===== src/rtl/riscv_pkg.sv =====
// Shared RV32 execute-stage definitions: datapath width, divider op encodings
// and the divider state enum.
package riscv_pkg;

    localparam int XLEN_DEFAULT = 32;

    localparam logic [1:0] DIV_OP_DIV  = 2'b00;
    localparam logic [1:0] DIV_OP_DIVU = 2'b01;
    localparam logic [1:0] DIV_OP_REM  = 2'b10;
    localparam logic [1:0] DIV_OP_REMU = 2'b11;

    typedef enum logic [1:0] {
        IDLE = 2'b00,
        CALC = 2'b01,
        FIX  = 2'b10,
        DONE = 2'b11
    } div_state_e;

endpackage


===== src/rtl/muldiv_divider_if.sv =====
// Start/busy/done handshake between the execute-stage controller (master)
// and the multi-cycle divider (slave).
interface muldiv_divider_if #(
    parameter int XLEN = riscv_pkg::XLEN_DEFAULT
);
    logic            start;
    logic [1:0]      DivOp;
    logic [XLEN-1:0] A;
    logic [XLEN-1:0] B;
    logic            busy;
    logic            done;
    logic [XLEN-1:0] Result;
    logic            isZero;

    modport master (
        output start, DivOp, A, B,
        input  busy, done, Result, isZero
    );

    modport slave (
        input  start, DivOp, A, B,
        output busy, done, Result, isZero
    );
endinterface


===== src/rtl/div_step.sv =====
// One restoring-division iteration: shift {rem, quo} left and conditionally
// subtract the divisor, setting the new quotient bit.
module div_step #(
    parameter int XLEN = riscv_pkg::XLEN_DEFAULT
) (
    input  logic [XLEN-1:0] rem,
    input  logic [XLEN-1:0] quo,
    input  logic [XLEN-1:0] divisor,
    output logic [XLEN-1:0] rem_next,
    output logic [XLEN-1:0] quo_next
);
    logic [XLEN:0] shifted;
    logic [XLEN:0] diff;

    always_comb begin
        shifted = {rem, quo[XLEN-1]};
        diff    = shifted - {1'b0, divisor};
        // The borrow out of the (XLEN+1)-bit subtract is the "shifted < divisor" compare.
        if (!diff[XLEN]) begin
            rem_next = diff[XLEN-1:0];
            quo_next = {quo[XLEN-2:0], 1'b1};
        end else begin
            rem_next = shifted[XLEN-1:0];
            quo_next = {quo[XLEN-2:0], 1'b0};
        end
    end
endmodule


===== src/rtl/muldiv_divider.sv =====
// Multi-cycle RV32M DIV/DIVU/REM/REMU unit: magnitude restoring division with
// sign fix-up, plus a one-cycle path for divide-by-zero and signed overflow.
module muldiv_divider #(
    parameter int XLEN = riscv_pkg::XLEN_DEFAULT
) (
    input  logic             clk,
    input  logic             rst_n,
    muldiv_divider_if.slave  bus
);
    import riscv_pkg::*;

    localparam int              CW       = $clog2(XLEN);
    localparam logic [XLEN-1:0] ALL_ONES = '1;
    localparam logic [XLEN-1:0] INT_MIN  = {1'b1, {(XLEN-1){1'b0}}};
    localparam logic [CW-1:0]   LAST     = CW'(XLEN-1);

    div_state_e      state_q, state_d;
    logic [XLEN-1:0] rem_q, rem_d, quo_q, quo_d, dvsr_q, dvsr_d;
    logic [XLEN-1:0] result_q, result_d;
    logic [CW-1:0]   cnt_q, cnt_d;
    logic [1:0]      op_q, op_d;
    logic            qneg_q, qneg_d, rneg_q, rneg_d;
    logic            busy_q, busy_d, done_q, done_d;

    logic [XLEN-1:0] step_rem, step_quo;
    logic [XLEN-1:0] a_abs, b_abs;
    logic            accept, is_signed, a_neg, b_neg;

    div_step #(.XLEN(XLEN)) u_step (
        .rem      (rem_q),
        .quo      (quo_q),
        .divisor  (dvsr_q),
        .rem_next (step_rem),
        .quo_next (step_quo)
    );

    always_comb begin
        accept    = bus.start && (state_q == IDLE || state_q == DONE);
        is_signed = ~bus.DivOp[0];
        a_neg     = is_signed & bus.A[XLEN-1];
        b_neg     = is_signed & bus.B[XLEN-1];
        a_abs     = a_neg ? -bus.A : bus.A;
        b_abs     = b_neg ? -bus.B : bus.B;
    end

    always_comb begin
        state_d  = state_q;
        rem_d    = rem_q;
        quo_d    = quo_q;
        dvsr_d   = dvsr_q;
        result_d = result_q;
        cnt_d    = cnt_q;
        op_d     = op_q;
        qneg_d   = qneg_q;
        rneg_d   = rneg_q;
        busy_d   = busy_q;
        done_d   = 1'b0;

        case (state_q)
            IDLE, DONE: begin
                state_d = IDLE;
                if (accept) begin
                    op_d   = bus.DivOp;
                    qneg_d = a_neg ^ b_neg;
                    rneg_d = a_neg;
                    if (bus.B == '0) begin
                        result_d = bus.DivOp[1] ? bus.A : ALL_ONES;
                        state_d  = DONE;
                        done_d   = 1'b1;
                    end else if (is_signed && bus.A == INT_MIN && bus.B == ALL_ONES) begin
                        result_d = bus.DivOp[1] ? '0 : INT_MIN;
                        state_d  = DONE;
                        done_d   = 1'b1;
                    end else begin
                        rem_d   = '0;
                        quo_d   = a_abs;
                        dvsr_d  = b_abs;
                        cnt_d   = '0;
                        busy_d  = 1'b1;
                        state_d = CALC;
                    end
                end
            end
            CALC: begin
                rem_d = step_rem;
                quo_d = step_quo;
                cnt_d = cnt_q + 1'b1;
                if (cnt_q == LAST) state_d = FIX;
            end
            FIX: begin
                case (op_q)
                    DIV_OP_DIV:  result_d = qneg_q ? -quo_q : quo_q;
                    DIV_OP_DIVU: result_d = quo_q;
                    DIV_OP_REM:  result_d = rneg_q ? -rem_q : rem_q;
                    default:     result_d = rem_q;
                endcase
                busy_d  = 1'b0;
                done_d  = 1'b1;
                state_d = DONE;
            end
            default: state_d = IDLE;
        endcase
    end

    always_ff @(posedge clk or negedge rst_n) begin
        if (!rst_n) begin
            state_q  <= IDLE;
            rem_q    <= '0;
            quo_q    <= '0;
            dvsr_q   <= '0;
            result_q <= '0;
            cnt_q    <= '0;
            op_q     <= '0;
            qneg_q   <= 1'b0;
            rneg_q   <= 1'b0;
            busy_q   <= 1'b0;
            done_q   <= 1'b0;
        end else begin
            state_q  <= state_d;
            rem_q    <= rem_d;
            quo_q    <= quo_d;
            dvsr_q   <= dvsr_d;
            result_q <= result_d;
            cnt_q    <= cnt_d;
            op_q     <= op_d;
            qneg_q   <= qneg_d;
            rneg_q   <= rneg_d;
            busy_q   <= busy_d;
            done_q   <= done_d;
        end
    end

    assign bus.busy   = busy_q;
    assign bus.done   = done_q;
    assign bus.Result = result_q;
    assign bus.isZero = (result_q == '0);
endmodule


===== src/flat_wrapper.sv =====
// flat-port wrapper written by rule: the top's interface ports become plain ports
module muldiv_divider_flat import riscv_pkg::*;
#(
    parameter int XLEN = riscv_pkg::XLEN_DEFAULT
)
  (clk, rst_n, bus_start, bus_DivOp, bus_A, bus_B, bus_busy, bus_done, bus_Result, bus_isZero);
  muldiv_divider_if #(.XLEN(XLEN)) bus_i ();
  input  logic clk;
  input  logic rst_n;
  input wire logic [$bits(bus_i.start)-1:0] bus_start;
  input wire logic [$bits(bus_i.DivOp)-1:0] bus_DivOp;
  input wire logic [$bits(bus_i.A)-1:0] bus_A;
  input wire logic [$bits(bus_i.B)-1:0] bus_B;
  output wire logic [$bits(bus_i.busy)-1:0] bus_busy;
  output wire logic [$bits(bus_i.done)-1:0] bus_done;
  output wire logic [$bits(bus_i.Result)-1:0] bus_Result;
  output wire logic [$bits(bus_i.isZero)-1:0] bus_isZero;
  assign bus_i.start = bus_start;
  assign bus_i.DivOp = bus_DivOp;
  assign bus_i.A = bus_A;
  assign bus_i.B = bus_B;
  assign bus_busy = bus_i.busy;
  assign bus_done = bus_i.done;
  assign bus_Result = bus_i.Result;
  assign bus_isZero = bus_i.isZero;
  muldiv_divider #(.XLEN(XLEN)) u_core (.clk(clk), .rst_n(rst_n), .bus(bus_i));
endmodule

===== config.mk =====
export PLATFORM = sky130hd
export DESIGN_NAME = muldiv_divider_flat
export DESIGN_NICKNAME = d
export VERILOG_FILES = /design/src/rtl/riscv_pkg.sv /design/src/rtl/muldiv_divider_if.sv /design/src/rtl/div_step.sv /design/src/rtl/muldiv_divider.sv /design/src/flat_wrapper.sv
export SDC_FILE = /design/constraint.sdc
export NUM_CORES = 1
export LEC_CHECK = 0
export CAP_MARGIN = 40
export CELL_PAD_IN_SITES_DETAIL_PLACEMENT = 1
export CELL_PAD_IN_SITES_GLOBAL_PLACEMENT = 2
export CORE_ASPECT_RATIO = 0.9
export CORE_MARGIN = 4
export CORE_UTILIZATION = 32
export CTS_BUF_LIST = sky130_fd_sc_hd__clkbuf_8
export DETAILED_ROUTE_END_ITERATION = 12
export PLACE_DENSITY_LB_ADDON = 0.12
export REMOVE_ABC_BUFFERS = 1
export SLEW_MARGIN = 30
export SYNTH_ARGS = -nofsm -noshare
export SYNTH_HDL_FRONTEND = slang
export SYNTH_SLANG_ARGS = --single-unit

===== constraint.sdc =====
create_clock -name clk -period 3.7 [get_ports clk]
set_clock_uncertainty 0.2 [all_clocks]
set_input_delay 0.37 -clock clk [delete_from_list [all_inputs] [get_ports clk]]
set_output_delay 0.37 -clock clk [all_outputs]
set_load 0.01 [all_outputs]

Word level (Yosys, flattened, before mapping) --
Index checks and enable logic that the tools add are counted. W data, S select, Z words.
Cells by class: add/sub/neg operators 6, $mul 0, div/mod/pow operators 0, order comparisons 0, equal/unequal tests 13, shifts and indexed selects 0, multiplexer cells 38, bitwise operators 6, reduce and logical (&&, ||, !) cells 16
Operators by type and width (count):
- $mux W32 | 16
- $pmux W32 S2 | 3
- $neg A32 Y32 | 4
- $pmux W32 S3 | 1
- $eq A32 B32 Y1 const B | 2
- $logic_not A32 Y1 | 2
- $sub A33 B32 Y33 | 1
- $mux W5 | 3
- $reduce_and A4 Y1 | 3
- $pmux W5 S2 | 1
- $mux W2 | 4
- $mux W1 | 7
- $eq A2 B2 Y1 const B | 3
- $pmux W2 S3 | 1
- $add A5 B1 Y5 const B | 1
- $eq A5 B5 Y1 const B | 1
- $eq A2 B1 Y1 const B | 2
- $logic_not A2 Y1 | 2
- $ne A2 B1 Y1 const B | 2
- $ne A2 B2 Y1 const B | 2
- $pmux W1 S2 | 2
- $reduce_bool A2 Y1 | 2
- $logic_and A1 B1 Y1 | 3
- $ne A3 B1 Y1 const B | 1
- other kinds (7) | 10
Storage, ports and cells: bits in registers 141, bits in latches 0, RAM bits 0, memory bits (read-only) 0, input bits 69, word-level logic and storage cells 90, memories 0

Depth between registers and ports, before layout --
word-level depth 7, mapped depth 13, mapped depth without buffers 12

Cells and area by module --
From an unflattened synthesis, not the netlist that was laid out.
Unflattened totals: cell total of the unflattened synthesis 1531, area, all modules 12045.3 um2
Modules (own cells, without submodules):
- muldiv_divider | instances 1, cells each 1189, area each 9556.7 um2
- div_step | instances 1, cells each 342, area each 2488.6 um2

Worst setup path after synthesis --
No wires, ideal clock.
path kind reg-to-reg, start register u_core.rem_q[4], end register u_core.rem_q[15], library setup time 134 ps, data arrival time 3307 ps, required time 3366 ps, slack 59 ps, stages on the path, launching flop included 11, path buffers 1, clock period less this slack 3641 ps, path through dfrtp_1 ha_1 a2111o_1 o21ai_0 o21ai_0 a31oi_1 mux2_2 nor2_2 buf_2 mux2i_1 o21ai_0
On the way: cells in the longest elaborated chain, start to end 3
RTL lines:
- start, declared | RTL line muldiv_divider.sv:18 | logic [XLEN-1:0] rem_q, rem_d, quo_q, quo_d, dvsr_q, dvsr_d;
- start signal, assigned | RTL line muldiv_divider.sv:120 | rem_q <= rem_d;
- $sub A33 B32 Y33 | RTL line div_step.sv:17 | diff = shifted - {1'b0, divisor};
- $mux W32 | RTL line div_step.sv:19 | if (!diff[XLEN]) begin
- $pmux W32 S2 | RTL line muldiv_divider.sv:59 | case (state_q)
Every way passes these cells. A chain may end at the register's enable or synchronous reset.

Worst setup path after layout --
start register u_core.quo_q[0], end register u_core.result_q[28], in the netlist u_core.bus.Result[28]
On the way: cells in the longest elaborated chain, start to end 4
RTL lines:
- start, declared | RTL line muldiv_divider.sv:18
- start signal, assigned | RTL line muldiv_divider.sv:121 | quo_q <= quo_d;
- $neg A32 Y32 | RTL line muldiv_divider.sv:92 | DIV_OP_DIV: result_d = qneg_q ? -quo_q : quo_q;
- $mux W32 | RTL line muldiv_divider.sv:92
- $pmux W32 S3 | RTL line muldiv_divider.sv:91 | case (op_q)
- $pmux W32 S2 | RTL line muldiv_divider.sv:59
- end signal, assigned | RTL line muldiv_divider.sv:123 | result_q <= result_d;
- end, declared | RTL line muldiv_divider.sv:19 | logic [XLEN-1:0] result_q, result_d;
Every way passes these cells.

==> impl_metrics.csv <==
group,metric,value,unit
run_status,outcome,"finished, final reports clean",
drt,finalWirelength,42.72,mm
placement,preCtsSetupSlack,-0.4161,ns
synth,syn-cell-area,11280,sq um
floorplanning,design.die.area,38310,sq um
clock_tree,cts_buffers,17,
timing,tns,0,ns
drt,drt_iter0_drc,508,
timing,relSlewSlack,38.75,%
synth,asyncSetResetFlopFracSynth,100.0,%
grt,grt_antenna_before_repair,1,
critical_path,r2r_start,"u_core.quo_q[0]",
drt,via_count,11383,
placement,post-dp-hpwl,33.28,mm
synth,netlist-cell-type-count,75,
synth,number_of_enable_type_register_cells_in_the_synthesized_netlist,0,
clock_tree,cts_root_buf,"clkbuf_8",
floorplanning,dieWidth,205.9,microns
drt,route.detailed.drc,0,
critical_path,crit-reg2reg-capture,"u_core.bus.Result[28]",
timing,max_freq,282.5,MHz
floorplanning,top_level_ports,104,
synth,postSynthAreaPerCell,7.875,sq um
grt,grtUsageTotal,22.35,%
grt,first_global_vias,11650,
clock_tree,cts.sinks,141,
grt,grt_first_pass_wirelength,67.34,mm
critical_path,critPathCaptureType,"flip-flop",
critical_path,crit_type,"flip-flop to flip-flop",
placement,place.gp.congestion,0.8298,
critical_path,start_kind,"flip-flop",
grt,maximum_number_of_pins_on_one_net_before_global_route_repair,65,
pwr,p_per_area,725.8,nW/um^2
clock_tree,tritoncts_clock_tree,"done",
synth,synth_flop_cell,"dfrtp_1",
floorplanning,core.rowCount,64,
run,maxCapViolations,0,
clock_tree,worst_skew_pair.late_latency,0.47,ns
min_path,timing.hold.worst.class,"input port to asynchronous set/reset pin",
layout,num_antenna_cells,0,
floorplanning,effective_utilization_at_floorplan,32.83,%
grt,grt.overflow.total,0,
timing,grt_setup_unrepaired,"no",
layout,final.fill_count,4118,
clock_tree,htree_num_levels,4,
timing,final_count_of_pins_violating_max_slew,0,
critical_path,worst-endpoint-arrival,3.73,ns
placement,numPortBuffers,103,
timing,finalCritPeriodShare,95.67,%
timing,setup_viol,0,
critical_path,worstRegToRegCells,11,
drt,drt-wirelength-per-cell,20.75,microns
timing,fin_crit,3.540,ns
timing,timing_worst_slew_pin_value,0.9109,ns
drt,route.detailed.vias_per_inst,5.528,
critical_path,crit_path_max_fanout,4,
synth,postSynthRegisterBits,141,
drt,number_of_nets_with_antenna_violations_after_routing,0,
pwr,ir_drop,0.0003077,V
synth,ys.warnings.count,0,
clock_tree,cts.path.max_buffers,2,
layout,finalCoreUtilization,40.87,%
layout,finalNonFillerCells,2059,
floorplanning,design.core.area,34350,sq um
critical_path,regToRegSetupSlack,0.16,ns
layout,share_of_post_route_cells_with_drive_strength_above_1,11.90,%
layout,final_net_count,1695,
timing,final-hold-violation-count,0,
placement,dp.cells,2024,
synth,postSynthCellCount,1432,
floorplanning,die-height,186.1,microns
drt,first_pass_iters,5,
layout,areaGrowthSynthToFinish,24.50,%
synth,part_of_the_yosys_area_used_for_sequential_elements,31.29,%
pwr,power.static_leakage,5.803,nW
critical_path,worst_ep_required_time,3.89,ns
timing,final_setup_margin,0.1601,ns
clock_tree,clkSlewWorstSetupHoldPaths,0.09,ns
==> how the worst max path moves through the flow <==
| stage | depth (start not counted) | from | slack, ns | endpoint |
|---|---|---|---|---|
| 2_1_floorplan | 8 | bus_B[16] | -2.10 | u_core.quo_q[2] |
| 3_3_place_gp | 13 | bus_B[0] | -0.39 | u_core.quo_q[31] |
| 3_5_place_dp | 13 | bus_B[0] | -0.42 | u_core.quo_q[31] |
| 4_1_cts | 11 | u_core.quo_q[0] | 0.006 | u_core.bus.Result[28] |
| 5_1_grt | 11 | u_core.quo_q[0] | 0.002 | u_core.bus.Result[28] |
| 6_report | 11 | u_core.quo_q[0] | 0.16 | u_core.bus.Result[28] |
==> layout by cell type, fill, tap and decap left out, drive strengths merged, types with 20 or more instances in the layout <==
cell,count
nor3,27
xor2,52
nor2,133
buf,123
o31ai,28
o21ai,172
mux2i,33
a22oi,20
clkdlybuf4s50,102
inv,60
a21oi,107
clkbuf,21
dfrtp,141
nor4,23
nand2,135
xnor2,69
a31oi,39
ha,41
==> routing by layer <==
metal / wire length, microns / vias up / global-route usage [%] / share of wire, %
met2: 19780 / 169 / 36.31 / 46
li1: - / 5495 / - / -
met5: 0 / - / 0 / 0
met1: 21170 / 5700 / 32.30 / 50
met4: 340 / 0 / 3.486 / 0.80
met3: 1438 / 19 / 3.240 / 3.4
==> metrics by stage <==
stage | total power, W | hold WS, ns | cell area [sq um]
detailed placement | 0.008904 | 0.09460 | 13610
finish | 0.01019 | 0.1707 | 14040
floorplan | 0.006236 | -0.1256 | 10890
CTS | 0.01025 | 0.1523 | 14000
global route | 0.01106 | 0.1932 | 14040
global placement | 0.008740 | 0.2610 | 13540
==> cell families after synthesis <==
| family | Yosys count | share of synthesized area, % |
|---|---|---|
| AND/OR/NAND/NOR | 458 | 19.55 |
| AO/OA/AOI/OAI | 480 | 26.28 |
| buffers and inverters | 153 | 5.425 |
| adder cells (fa/ha/maj) | 42 | 4.726 |
| flip-flops | 141 | 31.29 |
| multiplexers | 37 | 3.329 |
| XOR/XNOR | 121 | 9.398 |
==> final cells by class <==
| cell class | instances | area (sq um) | share of cell area (%) |
|---|---|---|---|
| clock inverter | 11 | 91.34 | 0.6506 |
| sequential | 141 | 3530 | 25.14 |
| multi-input combinational | 1138 | 7183 | 51.16 |
| inverter | 60 | 225.2 | 1.604 |
| clock buffer | 21 | 289.0 | 2.059 |
| tap | 462 | 578.1 | 4.117 |
| timing repair buffer | 226 | 2143 | 15.27 |
==> power breakdown <==
part | switching [W] | internal, W | leakage, nW
clock | 0.000706 | 0.000597 | 0.193
sequential | 0.000649 | 0.00217 | 1.76
combinational | 0.00355 | 0.00251 | 3.85
total | 0.00491 | 0.00528 | 5.80
==> what timing repair did <==
| item | in CTS | in global routing |
|---|---|---|
| endpoints found under the hold margin | 101 | 0 |
| hold buffers | 1 | 0 |
| gates resized for setup | 0 | 9 |
| setup endpoints to repair | 0 | 31 |
| setup buffers | 0 | 2 |
==> critical path, stage by stage (launching register included) <==
cell	delay, ns
dfrtp_1	0.43
inv_2	0.11
ha_1	0.19
or4b_4	0.48
or4b_4	0.55
or3_4	0.41
or3_4	0.37
o41ai_4	0.22
xor2_1	0.12
o21ai_1	0.13
nand2_1	0.06
a31oi_1	0.18
==> cells in the mapped netlist, types with 8 or more instances <==
cell      instances  area share (%)
o21ai_1          16            0.71
o22ai_1           8            0.44
or3_1            15            0.83
clkbuf_1         73             2.4
or4_1            15             1.0
o211ai_1         17             1.1
nor3_1           27             1.2
a211oi_1         11            0.73
mux2i_1          33             2.9
nand2_1         135             4.5
nand2b_1         17            0.94
buf_2            13            0.58
xnor2_1          69             5.4
and2_1           13            0.72
a22oi_1          20             1.3
xor2_1           52             4.0
a31oi_1          39             2.2
inv_1            60             2.0
a21oi_1         107             4.7
nor2b_1          12            0.67
o31ai_1          28             1.9
dfrtp_1         141              31
o41ai_1          13             1.0
nor4_1           23             1.3
nor2_1          131             4.4
nand3_1          19            0.84
o21ai_0         155             6.9
nand4_1          17            0.94
ha_1             41             4.5
==> registers in the layout, summed over array words and instances (netlist names) <==
| name | cells |
|---|---|
| u_core.qneg_q | 1 |
| u_core.quo_q | 32 |
| u_core.bus.busy | 1 |
| u_core.dvsr_q | 32 |
| u_core.rneg_q | 1 |
| u_core.bus.Result | 32 |
| u_core.state_q | 2 |
| u_core.cnt_q | 5 |
| u_core.op_q | 2 |
| u_core.bus.done | 1 |
| u_core.rem_q | 32 |
(Power assumes the default switching activity.)
